===== config.mk =====
export PLATFORM = sky130hd
export DESIGN_NAME = vga_timing_gen
export DESIGN_NICKNAME = d
export VERILOG_FILES = /design/src/rtl/vga_pkg.sv /design/src/rtl/vga_axis_counter.sv /design/src/rtl/vga_timing_gen.sv
export SDC_FILE = /design/constraint.sdc
export NUM_CORES = 1
export LEC_CHECK = 0
export CAP_MARGIN = 20
export CORE_MARGIN = 2
export CORE_UTILIZATION = 46
export DETAILED_ROUTE_END_ITERATION = 8
export GPL_ROUTABILITY_DRIVEN = 0
export PLACE_DENSITY_LB_ADDON = 0.25
export SKIP_LAST_GASP = 1
export SYNTH_ARGS = -nofsm -noshare
export SYNTH_HDL_FRONTEND = slang
export SYNTH_SLANG_ARGS = --single-unit

===== constraint.sdc =====
create_clock -name clk -period 1.85 [get_ports clk]
set_clock_uncertainty 0.1 [all_clocks]
set_input_delay 0.185 -clock clk [delete_from_list [all_inputs] [get_ports clk]]
set_output_delay 0.185 -clock clk [all_outputs]
set_load 0.01 [all_outputs]

===== src/rtl/vga_pkg.sv =====
// -----------------------------------------------------------------------------
// vga_pkg
//
// Shared definitions for the VGA raster timing generator:
//   - vga_timing_t   : per-axis active / front porch / sync / back porch widths
//   - VGA_640x480_60 : standard 640x480 @ 60 Hz mode (25.175 MHz pixel clock)
//   - SVGA_800x600_60: standard 800x600 @ 60 Hz mode (40 MHz pixel clock)
//   - SYNC_ACT_LOW / SYNC_ACT_HIGH : sync polarity selectors
//   - axis_total()   : total positions on one axis
//   - width_of()     : counter width for a modulus, never less than one bit
// -----------------------------------------------------------------------------
package vga_pkg;

    typedef struct packed {
        int unsigned h_active;
        int unsigned h_fp;
        int unsigned h_sync;
        int unsigned h_bp;
        int unsigned v_active;
        int unsigned v_fp;
        int unsigned v_sync;
        int unsigned v_bp;
    } vga_timing_t;

    localparam vga_timing_t VGA_640x480_60 = '{
        h_active: 640, h_fp: 16, h_sync: 96,  h_bp: 48,
        v_active: 480, v_fp: 10, v_sync: 2,   v_bp: 33
    };

    localparam vga_timing_t SVGA_800x600_60 = '{
        h_active: 800, h_fp: 40, h_sync: 128, h_bp: 88,
        v_active: 600, v_fp: 1,  v_sync: 4,   v_bp: 23
    };

    localparam bit SYNC_ACT_LOW  = 1'b0;
    localparam bit SYNC_ACT_HIGH = 1'b1;

    // Number of positions on one axis (visible + blanking).
    function automatic int axis_total(input int active, input int fp,
                                      input int sync, input int bp);
        return active + fp + sync + bp;
    endfunction

    // Bits needed to count 0..n-1; a modulus of 1 still gets one bit so the
    // counter stays a legal vector.
    function automatic int width_of(input int n);
        return (n > 1) ? $clog2(n) : 1;
    endfunction

endpackage


===== src/rtl/vga_axis_counter.sv =====
// -----------------------------------------------------------------------------
// vga_axis_counter
//
// One raster axis: a position counter that advances on inc and wraps
// TOTAL-1 -> 0, plus the combinational decode of that position.
//
// Parameters
//   TOTAL      : positions on the axis
//   ACTIVE     : visible positions (0..ACTIVE-1)
//   SYNC_START : first position of the sync pulse
//   SYNC_END   : first position after the sync pulse
//   POL        : active level of sync (SYNC_ACT_LOW / SYNC_ACT_HIGH)
//   W          : position width
//
// Ports
//   clk, rst   : clock, asynchronous active-high reset
//   inc        : advance the position by one
//   wrap       : position is TOTAL-1 (the next inc returns it to 0)
//   pos        : current position
//   in_active  : position lies inside the visible window
//   sync       : sync level at the current position, already at polarity POL
// -----------------------------------------------------------------------------
module vga_axis_counter
    import vga_pkg::*;
#(
    parameter int TOTAL      = 800,
    parameter int ACTIVE     = 640,
    parameter int SYNC_START = 656,
    parameter int SYNC_END   = 752,
    parameter bit POL        = SYNC_ACT_LOW,
    parameter int W          = $clog2(TOTAL)
) (
    input  logic         clk,
    input  logic         rst,
    input  logic         inc,
    output logic         wrap,
    output logic [W-1:0] pos,
    output logic         in_active,
    output logic         sync
);

    localparam logic [W-1:0] LAST     = W'(TOTAL - 1);
    localparam logic [W-1:0] ACT_END  = W'(ACTIVE);
    localparam logic [W-1:0] SYNC_BEG = W'(SYNC_START);
    localparam logic [W-1:0] SYNC_FIN = W'(SYNC_END);

    // NOTE: the reset is in the sensitivity list, so it takes effect the
    // moment rst rises rather than waiting for a clock edge.
    always_ff @(posedge clk or posedge rst) begin
        if (rst) begin
            pos <= '0;
        end else if (inc) begin
            // NOTE: non-blocking assignment for all clocked state, so every
            // register samples pre-edge values regardless of statement order.
            pos <= wrap ? '0 : pos + 1'b1;
        end
    end

    assign wrap      = (pos == LAST);
    assign in_active = (pos < ACT_END);
    assign sync      = ((pos >= SYNC_BEG) && (pos < SYNC_FIN)) ? POL : ~POL;

endmodule


===== src/rtl/vga_timing_gen.sv =====
// -----------------------------------------------------------------------------
// vga_timing_gen
//
// Parametrised VGA raster timing generator. A pixel-clock divider produces
// pix_tick; two vga_axis_counter instances track the raster position (h, v);
// on each pix_tick every output is registered together from the pre-increment
// position, so x/y/de/syncs/strobes always describe the same pixel.
//
// Parameters
//   H_ACTIVE, H_FP, H_SYNC, H_BP : horizontal timing, in pixels
//   V_ACTIVE, V_FP, V_SYNC, V_BP : vertical timing, in lines
//   HSYNC_POL, VSYNC_POL         : active sync level (0 = active-low)
//   PIX_DIV                      : clocks per pixel (>= 1)
//   FRAME_W                      : frame counter width
//
// Ports
//   clk         : clock
//   rst         : asynchronous active-high reset
//   en          : advance enable; low freezes the divider, counters, outputs
//   hsync/vsync : sync outputs at the configured polarity
//   de          : visible-window indicator
//   x, y        : raw raster position, 0..H_TOTAL-1 / 0..V_TOTAL-1
//   line_start  : one-clock pulse when a pixel with x == 0 is loaded
//   frame_start : one-clock pulse when pixel (0,0) is loaded
//   frame_cnt   : completed-frame counter, wraps modulo 2^FRAME_W
// -----------------------------------------------------------------------------
module vga_timing_gen
    import vga_pkg::*;
#(
    parameter int H_ACTIVE  = int'(VGA_640x480_60.h_active),
    parameter int H_FP      = int'(VGA_640x480_60.h_fp),
    parameter int H_SYNC    = int'(VGA_640x480_60.h_sync),
    parameter int H_BP      = int'(VGA_640x480_60.h_bp),
    parameter int V_ACTIVE  = int'(VGA_640x480_60.v_active),
    parameter int V_FP      = int'(VGA_640x480_60.v_fp),
    parameter int V_SYNC    = int'(VGA_640x480_60.v_sync),
    parameter int V_BP      = int'(VGA_640x480_60.v_bp),
    parameter bit HSYNC_POL = SYNC_ACT_LOW,
    parameter bit VSYNC_POL = SYNC_ACT_LOW,
    parameter int PIX_DIV   = 1,
    parameter int FRAME_W   = 8,
    localparam int H_TOTAL  = axis_total(H_ACTIVE, H_FP, H_SYNC, H_BP),
    localparam int V_TOTAL  = axis_total(V_ACTIVE, V_FP, V_SYNC, V_BP),
    localparam int HW       = $clog2(H_TOTAL),
    localparam int VW       = $clog2(V_TOTAL)
) (
    input  logic               clk,
    input  logic               rst,
    input  logic               en,
    output logic               hsync,
    output logic               vsync,
    output logic               de,
    output logic [HW-1:0]      x,
    output logic [VW-1:0]      y,
    output logic               line_start,
    output logic               frame_start,
    output logic [FRAME_W-1:0] frame_cnt
);

    // Zero-width porches or syncs would collapse the sync decode and a zero
    // divider has no meaning, so refuse to elaborate such a configuration.
    if ((PIX_DIV < 1) || (H_FP < 1) || (H_SYNC < 1) || (H_BP < 1) ||
        (V_FP < 1) || (V_SYNC < 1) || (V_BP < 1)) begin : g_bad_params
        $error("vga_timing_gen: PIX_DIV and every porch/sync width must be >= 1");
    end

    localparam int DIV_W = width_of(PIX_DIV);
    localparam logic [DIV_W-1:0] DIV_LAST = DIV_W'(PIX_DIV - 1);

    // -------------------------------------------------------------------------
    // Pixel-clock divider
    // -------------------------------------------------------------------------
    logic [DIV_W-1:0] div;
    logic             pix_tick;

    // With PIX_DIV == 1, DIV_LAST is 0 and div never leaves 0, so pix_tick
    // degenerates to en.
    assign pix_tick = en && (div == DIV_LAST);

    always_ff @(posedge clk or posedge rst) begin
        if (rst) begin
            div <= '0;
        end else if (en) begin
            div <= pix_tick ? '0 : div + 1'b1;
        end
    end

    // -------------------------------------------------------------------------
    // Raster position
    // -------------------------------------------------------------------------
    logic          h_wrap, h_act, h_sync;
    logic          v_wrap, v_act, v_sync;
    logic [HW-1:0] h_pos;
    logic [VW-1:0] v_pos;

    vga_axis_counter #(
        .TOTAL      (H_TOTAL),
        .ACTIVE     (H_ACTIVE),
        .SYNC_START (H_ACTIVE + H_FP),
        .SYNC_END   (H_ACTIVE + H_FP + H_SYNC),
        .POL        (HSYNC_POL),
        .W          (HW)
    ) u_h_axis (
        .clk       (clk),
        .rst       (rst),
        .inc       (pix_tick),
        .wrap      (h_wrap),
        .pos       (h_pos),
        .in_active (h_act),
        .sync      (h_sync)
    );

    vga_axis_counter #(
        .TOTAL      (V_TOTAL),
        .ACTIVE     (V_ACTIVE),
        .SYNC_START (V_ACTIVE + V_FP),
        .SYNC_END   (V_ACTIVE + V_FP + V_SYNC),
        .POL        (VSYNC_POL),
        .W          (VW)
    ) u_v_axis (
        .clk       (clk),
        .rst       (rst),
        .inc       (pix_tick && h_wrap),
        .wrap      (v_wrap),
        .pos       (v_pos),
        .in_active (v_act),
        .sync      (v_sync)
    );

    logic at_origin;
    assign at_origin = (h_pos == '0) && (v_pos == '0);

    // -------------------------------------------------------------------------
    // Registered outputs
    // -------------------------------------------------------------------------
    // frame_seen records that at least one full frame has been scanned since
    // reset. The very first (0,0) load after reset starts frame 0 rather than
    // completing one, so frame_cnt only advances on origin loads that follow
    // a frame wrap.
    logic frame_seen;

    always_ff @(posedge clk or posedge rst) begin
        if (rst) begin
            x           <= '0;
            y           <= '0;
            de          <= 1'b0;
            hsync       <= ~HSYNC_POL;
            vsync       <= ~VSYNC_POL;
            line_start  <= 1'b0;
            frame_start <= 1'b0;
            frame_cnt   <= '0;
            frame_seen  <= 1'b0;
        end else begin
            // NOTE: strobes default low every clock and are only raised on a
            // qualifying pix_tick, which keeps them single-clock pulses and
            // holds them at 0 throughout a pause.
            line_start  <= 1'b0;
            frame_start <= 1'b0;
            if (pix_tick) begin
                x           <= h_pos;
                y           <= v_pos;
                de          <= h_act && v_act;
                hsync       <= h_sync;
                vsync       <= v_sync;
                line_start  <= (h_pos == '0);
                frame_start <= at_origin;
                if (at_origin && frame_seen) begin
                    frame_cnt <= frame_cnt + 1'b1;
                end
                if (h_wrap && v_wrap) begin
                    frame_seen <= 1'b1;
                end
            end
        end
    end

endmodule


; Word level (Yosys, flattened, before mapping)
; Cells that the tools add are included.
[totals]
regBits = 55
output_inout_bits = 33
word_cells = 44
[op_classes]
add_sub_neg = 4
order_cmp = 6
n_eq_ne = 2
n_mux = 7
bitwise = 1
n_reduce_logical = 12
[ops]
columns = operator, count
row1 = adder 10 x 1 -> 10 bit (second input constant), 2
row2 = equality test 10 bit (second input constant), 2
row3 = logical NOT 10 bit, 2
row4 = < comparator 10 bit (second input constant), 2
row5 = < comparator 10 x 9 -> 1 bit (second input constant), 2
row6 = two-way mux 10 bit, 2
row7 = >= comparator 10 bit (second input constant), 1
row8 = >= comparator 10 x 9 -> 1 bit (second input constant), 1
row9 = adder 8 x 1 -> 8 bit (second input constant), 1
row10 = logical AND 1 bit, 8
row11 = two-way mux 1 bit, 5
row12 = AND reduction 2 bit, 2
row13 = adder 1 bit (second input constant), 1
row14 = NOT 1 bit, 1

; Depth between registers and ports, before layout
[logic_depth]
depth_word = 4
depth_mapped = 6

; By module
; From an unflattened synthesis, not the netlist that was laid out.
[unflattened]
hier_cells = 220
area_unflattened_um2 = 2672.6
[modules_own_cells]
columns = module, instances, cells_each, area_each_um2, seq_area_each_um2
row1 = vga_timing_gen, 1, 103, 1529.0, 878.3
row2 = vga_axis_counter at u_h_axis, 1, 60, 579.3, 250.2
row3 = vga_axis_counter at u_v_axis, 1, 57, 564.3, 250.2

; Worst setup path before layout
; No wires, ideal clock.
[synth_timing]
kind = reg-to-reg
start = reg u_h_axis.pos[0]
end = reg frame_cnt[1]
setup_time_ps = 125
t_arrival_ps = 1703
t_required_ps = 1625
path_slack_ps = -78
path_stages_with_launch = 7
synth_period_minus_slack_ps = 1928
cell_sequence = dfrtp_1 -> inv_1 -> ha_1 -> nor3b_1 -> nand4_2 -> or3_4 -> mux2_4
[synth_via]
elab_chain_cells = 4
[synth_lines]
columns = element, line
row1 = from (decl), vga_axis_counter.sv:37  ; output logic [W-1:0] pos,
row2 = from (signal assigned), vga_axis_counter.sv:55  ; pos <= wrap ? '0 : pos + 1'b1;
row3 = logical NOT 10 bit, vga_timing_gen.sv:131  ; assign at_origin = (h_pos == '0) && (v_pos == '0);
row4 = logical AND 1 bit, vga_timing_gen.sv:131
row5 = logical AND 1 bit, vga_timing_gen.sv:167  ; if (at_origin && frame_seen) begin
row6 = AND reduction 2 bit (no line), n/a
row7 = to (signal assigned), vga_timing_gen.sv:168  ; frame_cnt <= frame_cnt + 1'b1;
row8 = to (decl), vga_timing_gen.sv:57  ; output logic [FRAME_W-1:0] frame_cnt
; Every way passes these cells.
; A chain may end at the register's enable or synchronous reset.

; Final worst setup path
; Ends and elaborated chain as after synthesis.

==> flow_summary.json <==
{
  "placement.setup.worst_slack_ps": -276.5,
  "max-cap-violations": 0,
  "synth_top_cell_by_area": "sky130_fd_sc_hd__dfrtp_1",
  "ratio_of_final_minimum_period_to_clock_period_pct": 98.73,
  "crit_slowest_cell": "sky130_fd_sc_hd__dfrtp_1",
  "detailroute.via_count": 1990,
  "power_per_cell_area_nw_per_um2": 804.5,
  "placementRows": 27,
  "io_buffer_count": 35,
  "instance_count_of_the_mapped_netlist": 256,
  "hold_buffers": 0,
  "timing.critical_path.arrival_ps": 1920,
  "finalNetCount": 327,
  "setup_tns_after_final_layout_ps": 0,
  "synthMuxAreaShare_pct": 1.430,
  "cp.buffers_inverters": 1,
  "ys_types": 42,
  "timing.slew.headroom_pct": 77.37,
  "residual_overflow_from_global_routing": 0,
  "drt_pre_antenna_iters": 4,
  "synth_adder_area_share_pct": 2.465,
  "synthesis.area_per_instance_sq_um": 9.912,
  "numCtsBuffers": 5,
  "fin_hold_ws_ps": 137.1,
  "detailed_place_hpwl_mm": 3.696,
  "number_of_inserted_diodes": 0,
  "timing.fmax_ghz": 0.5475,
  "synth.yosys.seq_area_share_pct": 54.34,
  "die_height_microns": 78.27,
  "coreArea_sq_um": 5405,
  "end_kind": "register",
  "detail_route.drc_violations": 0,
  "yosysWarnings": 0,
  "start_util_pct": 46.94,
  "wire_length_of_the_first_global_routing_pass_mm": 9.411,
  "avgViaCountPerCell": 5.077,
  "run_status": "finished clean",
  "grt_start_max_net_pins": 56,
  "detailedRoute.firstIterationViolations": 50,
  "area_growth_pct": 31.66,
  "dieWidth_microns": 78.27,
  "worst_skew_pair.late_latency_ps": 310,
  "grt.total_usage_pct": 19.18,
  "cp_slowest_stage_delay_ps": 430,
  "tightest_slew_ps": 339.5,
  "synthXorXnorAreaFrac_pct": 5.868,
  "worstSetupStartpointType": "register",
  "post_synth_top_cells": "sky130_fd_sc_hd__nand2_1, sky130_fd_sc_hd__dfrtp_1, sky130_fd_sc_hd__o21ai_0, sky130_fd_sc_hd__xor2_1, sky130_fd_sc_hd__nor2_1",
  "stdcell_area_sq_um": 3341,
  "synth_async_sr_flop_share_pct": 100.0,
  "critical_path.max_fanout": 4,
  "n_fill_cell": 473,
  "place_area_sq_um": 3197,
  "holdCritPathClass": "in2async",
  "mappedNetlistArea_sq_um": 2537,
  "synth_seq_cells": 55,
  "routed_wirelength_mm": 5.344,
  "timing.final.hold_violations": 0,
  "postLayoutSetupSlackWorst_ps": 23.51,
  "synth.net_count": 264,
  "timing.critical_path.max_delay_family": "simple AND/OR/NAND/NOR gates",
  "synth-simple-area-share_pct": 27.71,
  "grt_setup_unrepaired": "yes",
  "synth_compound_gate_area_share_pct": 5.178,
  "clockBufferDepth": 2,
  "layout-drive-gt1-share_pct": 19.38,
  "synth_top_cell_area_share_pct": 52.27,
  "worstPathCellList": "inv_2 > ha_4 > nor3b_2 > nand4_2 > or3_4 > mux2_4",
  "irDropWorstVdd_mv": 0.5610,
  "wire_per_inst_microns": 13.63,
  "io_pins": 36,
  "clk_pin_slew_worst_paths_ps": 90,
  "cts_max_level": 2,
  "post-synth-top-count-cell": "sky130_fd_sc_hd__nand2_1",
  "synth_top_family_by_area": "simple AND/OR/NAND/NOR gates",
  "drv_slew": 0,
  "critPathRequiredTime_ps": 1950,
  "first_global_vias": 1919,
  "drt.antenna.violating_nets": 0,
  "grt_antenna_before_repair": 0,
  "tritoncts_num_sinks": 55,
  "finalSetupViolations": 0,
  "root_buffer": "sky130_fd_sc_hd__clkbuf_8",
  "min_period_ps": 1826,
  "cts_setup_buffers": 0,
  "synthTopCellsByArea": "sky130_fd_sc_hd__dfrtp_1, sky130_fd_sc_hd__nand2_1, sky130_fd_sc_hd__xor2_1",
  "fp.dieArea_sq_um": 6126,
  "crit_type": "reg2reg",
  "synth_flop_cell": "sky130_fd_sc_hd__dfrtp_1",
  "synth_edf_count": 0,
  "leakage_nw": 1.643,
  "tritoncts_clock_tree": "yes"
}
==> stage by stage <==
stage	util, %	cells	total power, mW
floorplan	-	256	1.735
global placement	59.14	384	1.999
detailed placement	59.14	384	2.015
CTS	61.16	392	2.706
global route	61.81	392	2.844
finish	61.81	392	2.688
==> layout make-up <==
class | count | area, sq um | area share [%]
Clock buffer | 7 | 86.33 | 2.584
Clock inverter | 1 | 5.005 | 0.1498
Inverter | 8 | 30.03 | 0.8989
Multi-Input combinational cell | 183 | 1142 | 34.19
Sequential cell | 55 | 1379 | 41.27
Tap cell | 72 | 90.09 | 2.697
Timing Repair Buffer | 66 | 608.1 | 18.20
==> cells in the final DEF, fill, tap and decap left out, drive strengths merged, types with 3 or more instances in the layout <==
cell type | netlist | layout
nand4 | 11 | 11
ha | 5 | 5
or3 | 4 | 4
buf | 2 | 31
clkbuf | 8 | 7
o21ai | 17 | 17
a21oi | 3 | 3
nor3 | 7 | 7
nor2b | 3 | 3
nand3 | 9 | 9
xor2 | 12 | 12
nor2 | 12 | 12
clkdlybuf4s50 | 0 | 35
inv | 8 | 8
xnor2 | 5 | 5
nor4 | 5 | 5
and3 | 7 | 7
dfrtp | 53 | 53
nand2 | 66 | 66
==> registers in the layout, indices dropped and copies added (netlist names) <==
register,flops
y,10
frame_cnt,8
u_v_axis.pos,10
div,1
line_start,1
frame_start,1
x,10
u_h_axis.pos,10
de,1
frame_seen,1
hsync,1
vsync,1
==> logic make-up (layout without fill, tap and decap cells) <==
kind of cell	after synthesis	in the layout
AOI/OAI and AO/OA	24	24
xor gates and xnor gates	17	17
and+or+nand+nor	134	134
buffers and inverters	18	82
DFF	55	55
adders and majority gates	5	5
muxes	3	3
==> tightest hold or removal path: stages <==
cell and delay [ps]:
sky130_fd_sc_hd__clkdlybuf4s50_1 410, sky130_fd_sc_hd__inv_2 70, sky130_fd_sc_hd__buf_12 260
==> per-layer routing <==
layer  up-vias  GRT usage [%]  part of all wire [%]
li1        998              -                     -
met1       937          28.53                    50
met2        48          28.62                    44
met3         7          3.908                   4.5
met4         0          5.263                   1.1
met5         -              0                     0
==> what timing repair did <==
action | in CTS | in global routing
resized for setup | 3 | 7
endpoints found under the setup margin | 2 | 6
pin swaps | 1 | 1
==> where the power goes <==
part / switching (mW) / total [mW] / leakage [nW] / internal, mW
clock: 0.371 / 0.674 / 0.0482 / 0.303
combinational: 0.301 / 0.615 / 0.884 / 0.314
sequential: 0.0885 / 1.40 / 0.710 / 1.31
==> final timing paths <==
path	cells after the start	slack (ps)	startpoint	endpoint
min in group clk	1	370	frame_cnt[7]$_DFFE_PP0P_	frame_cnt[7]$_DFFE_PP0P_
min reg2reg	1	370	frame_cnt[7]$_DFFE_PP0P_	frame_cnt[7]$_DFFE_PP0P_
max reg2reg	6	20	u_h_axis.pos[0]$_DFFE_PP0P_	frame_cnt[1]$_DFFE_PP0P_
max in group asynchronous	3	1210	rst	vsync$_DFFE_PP1P_
max	6	20	u_h_axis.pos[0]$_DFFE_PP0P_	frame_cnt[1]$_DFFE_PP0P_
min	3	140	rst	x[9]$_DFFE_PP0P_
No activity file was read; power rests on OpenSTA's default activity.
==> patch, RTL diff (config.mk and constraints unchanged) <==
Add an input register stage for `en`, with the module's reset; this delays it by one clock.
--- a/src/rtl/vga_timing_gen.sv
+++ b/src/rtl/vga_timing_gen.sv
@@ -57,6 +57,16 @@
     output logic [FRAME_W-1:0] frame_cnt
 );
 
+    logic en_q;
+
+    always_ff @(posedge clk or posedge rst) begin
+        if (rst) begin
+            en_q <= '0;
+        end else begin
+            en_q <= en;
+        end
+    end
+
     // Zero-width porches or syncs would collapse the sync decode and a zero
     // divider has no meaning, so refuse to elaborate such a configuration.
     if ((PIX_DIV < 1) || (H_FP < 1) || (H_SYNC < 1) || (H_BP < 1) ||
@@ -75,12 +85,12 @@
 
     // With PIX_DIV == 1, DIV_LAST is 0 and div never leaves 0, so pix_tick
     // degenerates to en.
-    assign pix_tick = en && (div == DIV_LAST);
+    assign pix_tick = en_q && (div == DIV_LAST);
 
     always_ff @(posedge clk or posedge rst) begin
         if (rst) begin
             div <= '0;
-        end else if (en) begin
+        end else if (en_q) begin
             div <= pix_tick ? '0 : div + 1'b1;
         end
     end
Behaviour: not the same (a bounded check fails within 4 cycles, from zero or initial values and one cycle with rst high).
==> patch against the unedited design <==
  * Final area grew 1.8%
  * Synthesized area is 0.99% higher
  * Wire length increased by 3.1%
  * Combinational power down 1%
  * Sequential share of layout area is essentially flat
  * Total power increased by 4.2%
  * Cell count increased by 0.77%
  * Setup slack worse by 0.021 ns
  * Largest power group unchanged
  * Sequential cell count rose by 1
  * Core utilization grew 0.70 points
  * Via count increased by 1.4%
==> patch: results (changes against the unedited design) <==
Yosys
  • Post-synthesis sequential area ratio: 54.8% (+0.45 points)
  • Synth Area in Compound Gates: 5.13% (-0.051 points)
  • Avg Cell Area, Syn: 9.97 sq um (+0.59%)
  • Most instantiated cells after synthesis: 66 x nand2_1, 54 x dfrtp_1, 17 x o21ai_0, 12 x xor2_1, 11 x nor2_1
  • Post-Synth Adder-Cell Area: 2.44% (-0.024 points)
  • Synth area leaders: dfrtp_1 53%, nand2_1 9.7%, xor2_1 4.1%, o21ai_0 3.3%, ha_1 2.4%
  • Syn Nets: 265 (+0.38%)
  • Synth Area in XOR/XNOR: 5.81% (-0.057 points)
  • Mux cell area share after synthesis: 1.42% (-0.014 points)

Critical path
  • Critical path peak fanout: 3 (-1)
  • Crit Reg-Reg Startpoint: u_h_axis.pos[0]

Place
  • DP Wirelength: 4020 microns (+8.8%)
  • Number of instances in the placed design: 385 (+0.26%)

GRT
  • Total Routing Usage GR: 19.6% (+0.42 points)
  • Vias in the first global route: 1939 (+1.0%)
  • Largest net degree at the start of global routing: 24 (-57%)
  • First-pass GRT wire length: 9540 microns (+1.4%)

Clock tree
  • Post-CTS Resized: 0 (-3)

Power
  • Pleak: 1.66 nW (+0.97%)
  • Peak supply drop: 0.000524 V (-6.5%)

Final layout
  • Final cell count without fillers: 395 (+0.77%)
  • Share of cells above drive strength 1: 19.5% (+0.13 points)
  • N_diodes: 0 (unchanged)
  • Total Nets Final: 330 (+0.92%)

Outcome
  • Status: complete, no violations

Route
  • Post-DR wirelength/cell: 13.9 microns (+2.3%)
  • Vias after detailed routing: 2017 (+1.4%)
  • Initial DRC count: 125 (+150%)

Timing
  • Pins Over Slew Limit: 0 (unchanged)
  • Slew margin rel.: 67.0% (-10 points)
## patch: worst paths after layout
check,endpoint,slack (ns),cells after the start
worst max-delay path,frame_cnt[1],0.002,6
worst min-delay path,y[0],0.12,2
worst max register to register,frame_cnt[1],0.002,6
worst min register to register,frame_cnt[7],0.37,1
max in group asynchronous,hsync,0.98,3
min in group clk,en_q,0.22,1
## patch: per-stage QoR
step / cell area (sq um) / hold WS [ns] / power [mW] / worst slack, ns / utilization (%)
after floorplan: 2570 / 0.116 / 1.74 / 0.00698 / -
after global placement: 3230 / 0.357 / 2.02 / 0.0124 / 59.5
after detailed placement: 3230 / 0.360 / 2.03 / -0.0367 / 59.5
after CTS: 3350 / 0.129 / 2.81 / 0.00748 / 61.6
after global routing: 3400 / 0.156 / 2.96 / -0.0800 / 62.5
final: 3400 / 0.122 / 2.80 / 0.00247 / 62.5
## patch: area by class of cell
| cell class | instances | area (sq um) | share of cell area, % |
|---|---|---|---|
| Clock buffer | 6 | 72.6 | 2.13 |
| Clock inverter | 2 | 35.0 | 1.03 |
| Inverter | 8 | 30.0 | 0.883 |
| Multi-Input combinational cell | 183 | 1130 | 33.2 |
| Sequential cell | 56 | 1400 | 41.3 |
| Tap cell | 72 | 90.1 | 2.65 |
| Timing Repair Buffer | 68 | 639 | 18.8 |
## patch: per-layer routing
metal	wire length, microns	GRT usage [%]
met1	2720	29.0
met2	2430	29.5
met3	301	4.02
met4	55	5.09
met5	0	0
## patch: logic make-up (layout without fill, tap and decap cells)
family	count (synthesis)	after routing
and+or+nand+nor	134	134
DFF	56	56
AOI/OAI and AO/OA	24	24
buffers and inverters	18	84
xor gates and xnor gates	17	17
adders and majority gates	5	5
muxes	3	3
## patch: where the power goes
group	internal, mW	switching (mW)
clock	0.402	0.373
sequential	1.33	0.0911
combinational	0.314	0.291
total	2.05	0.756
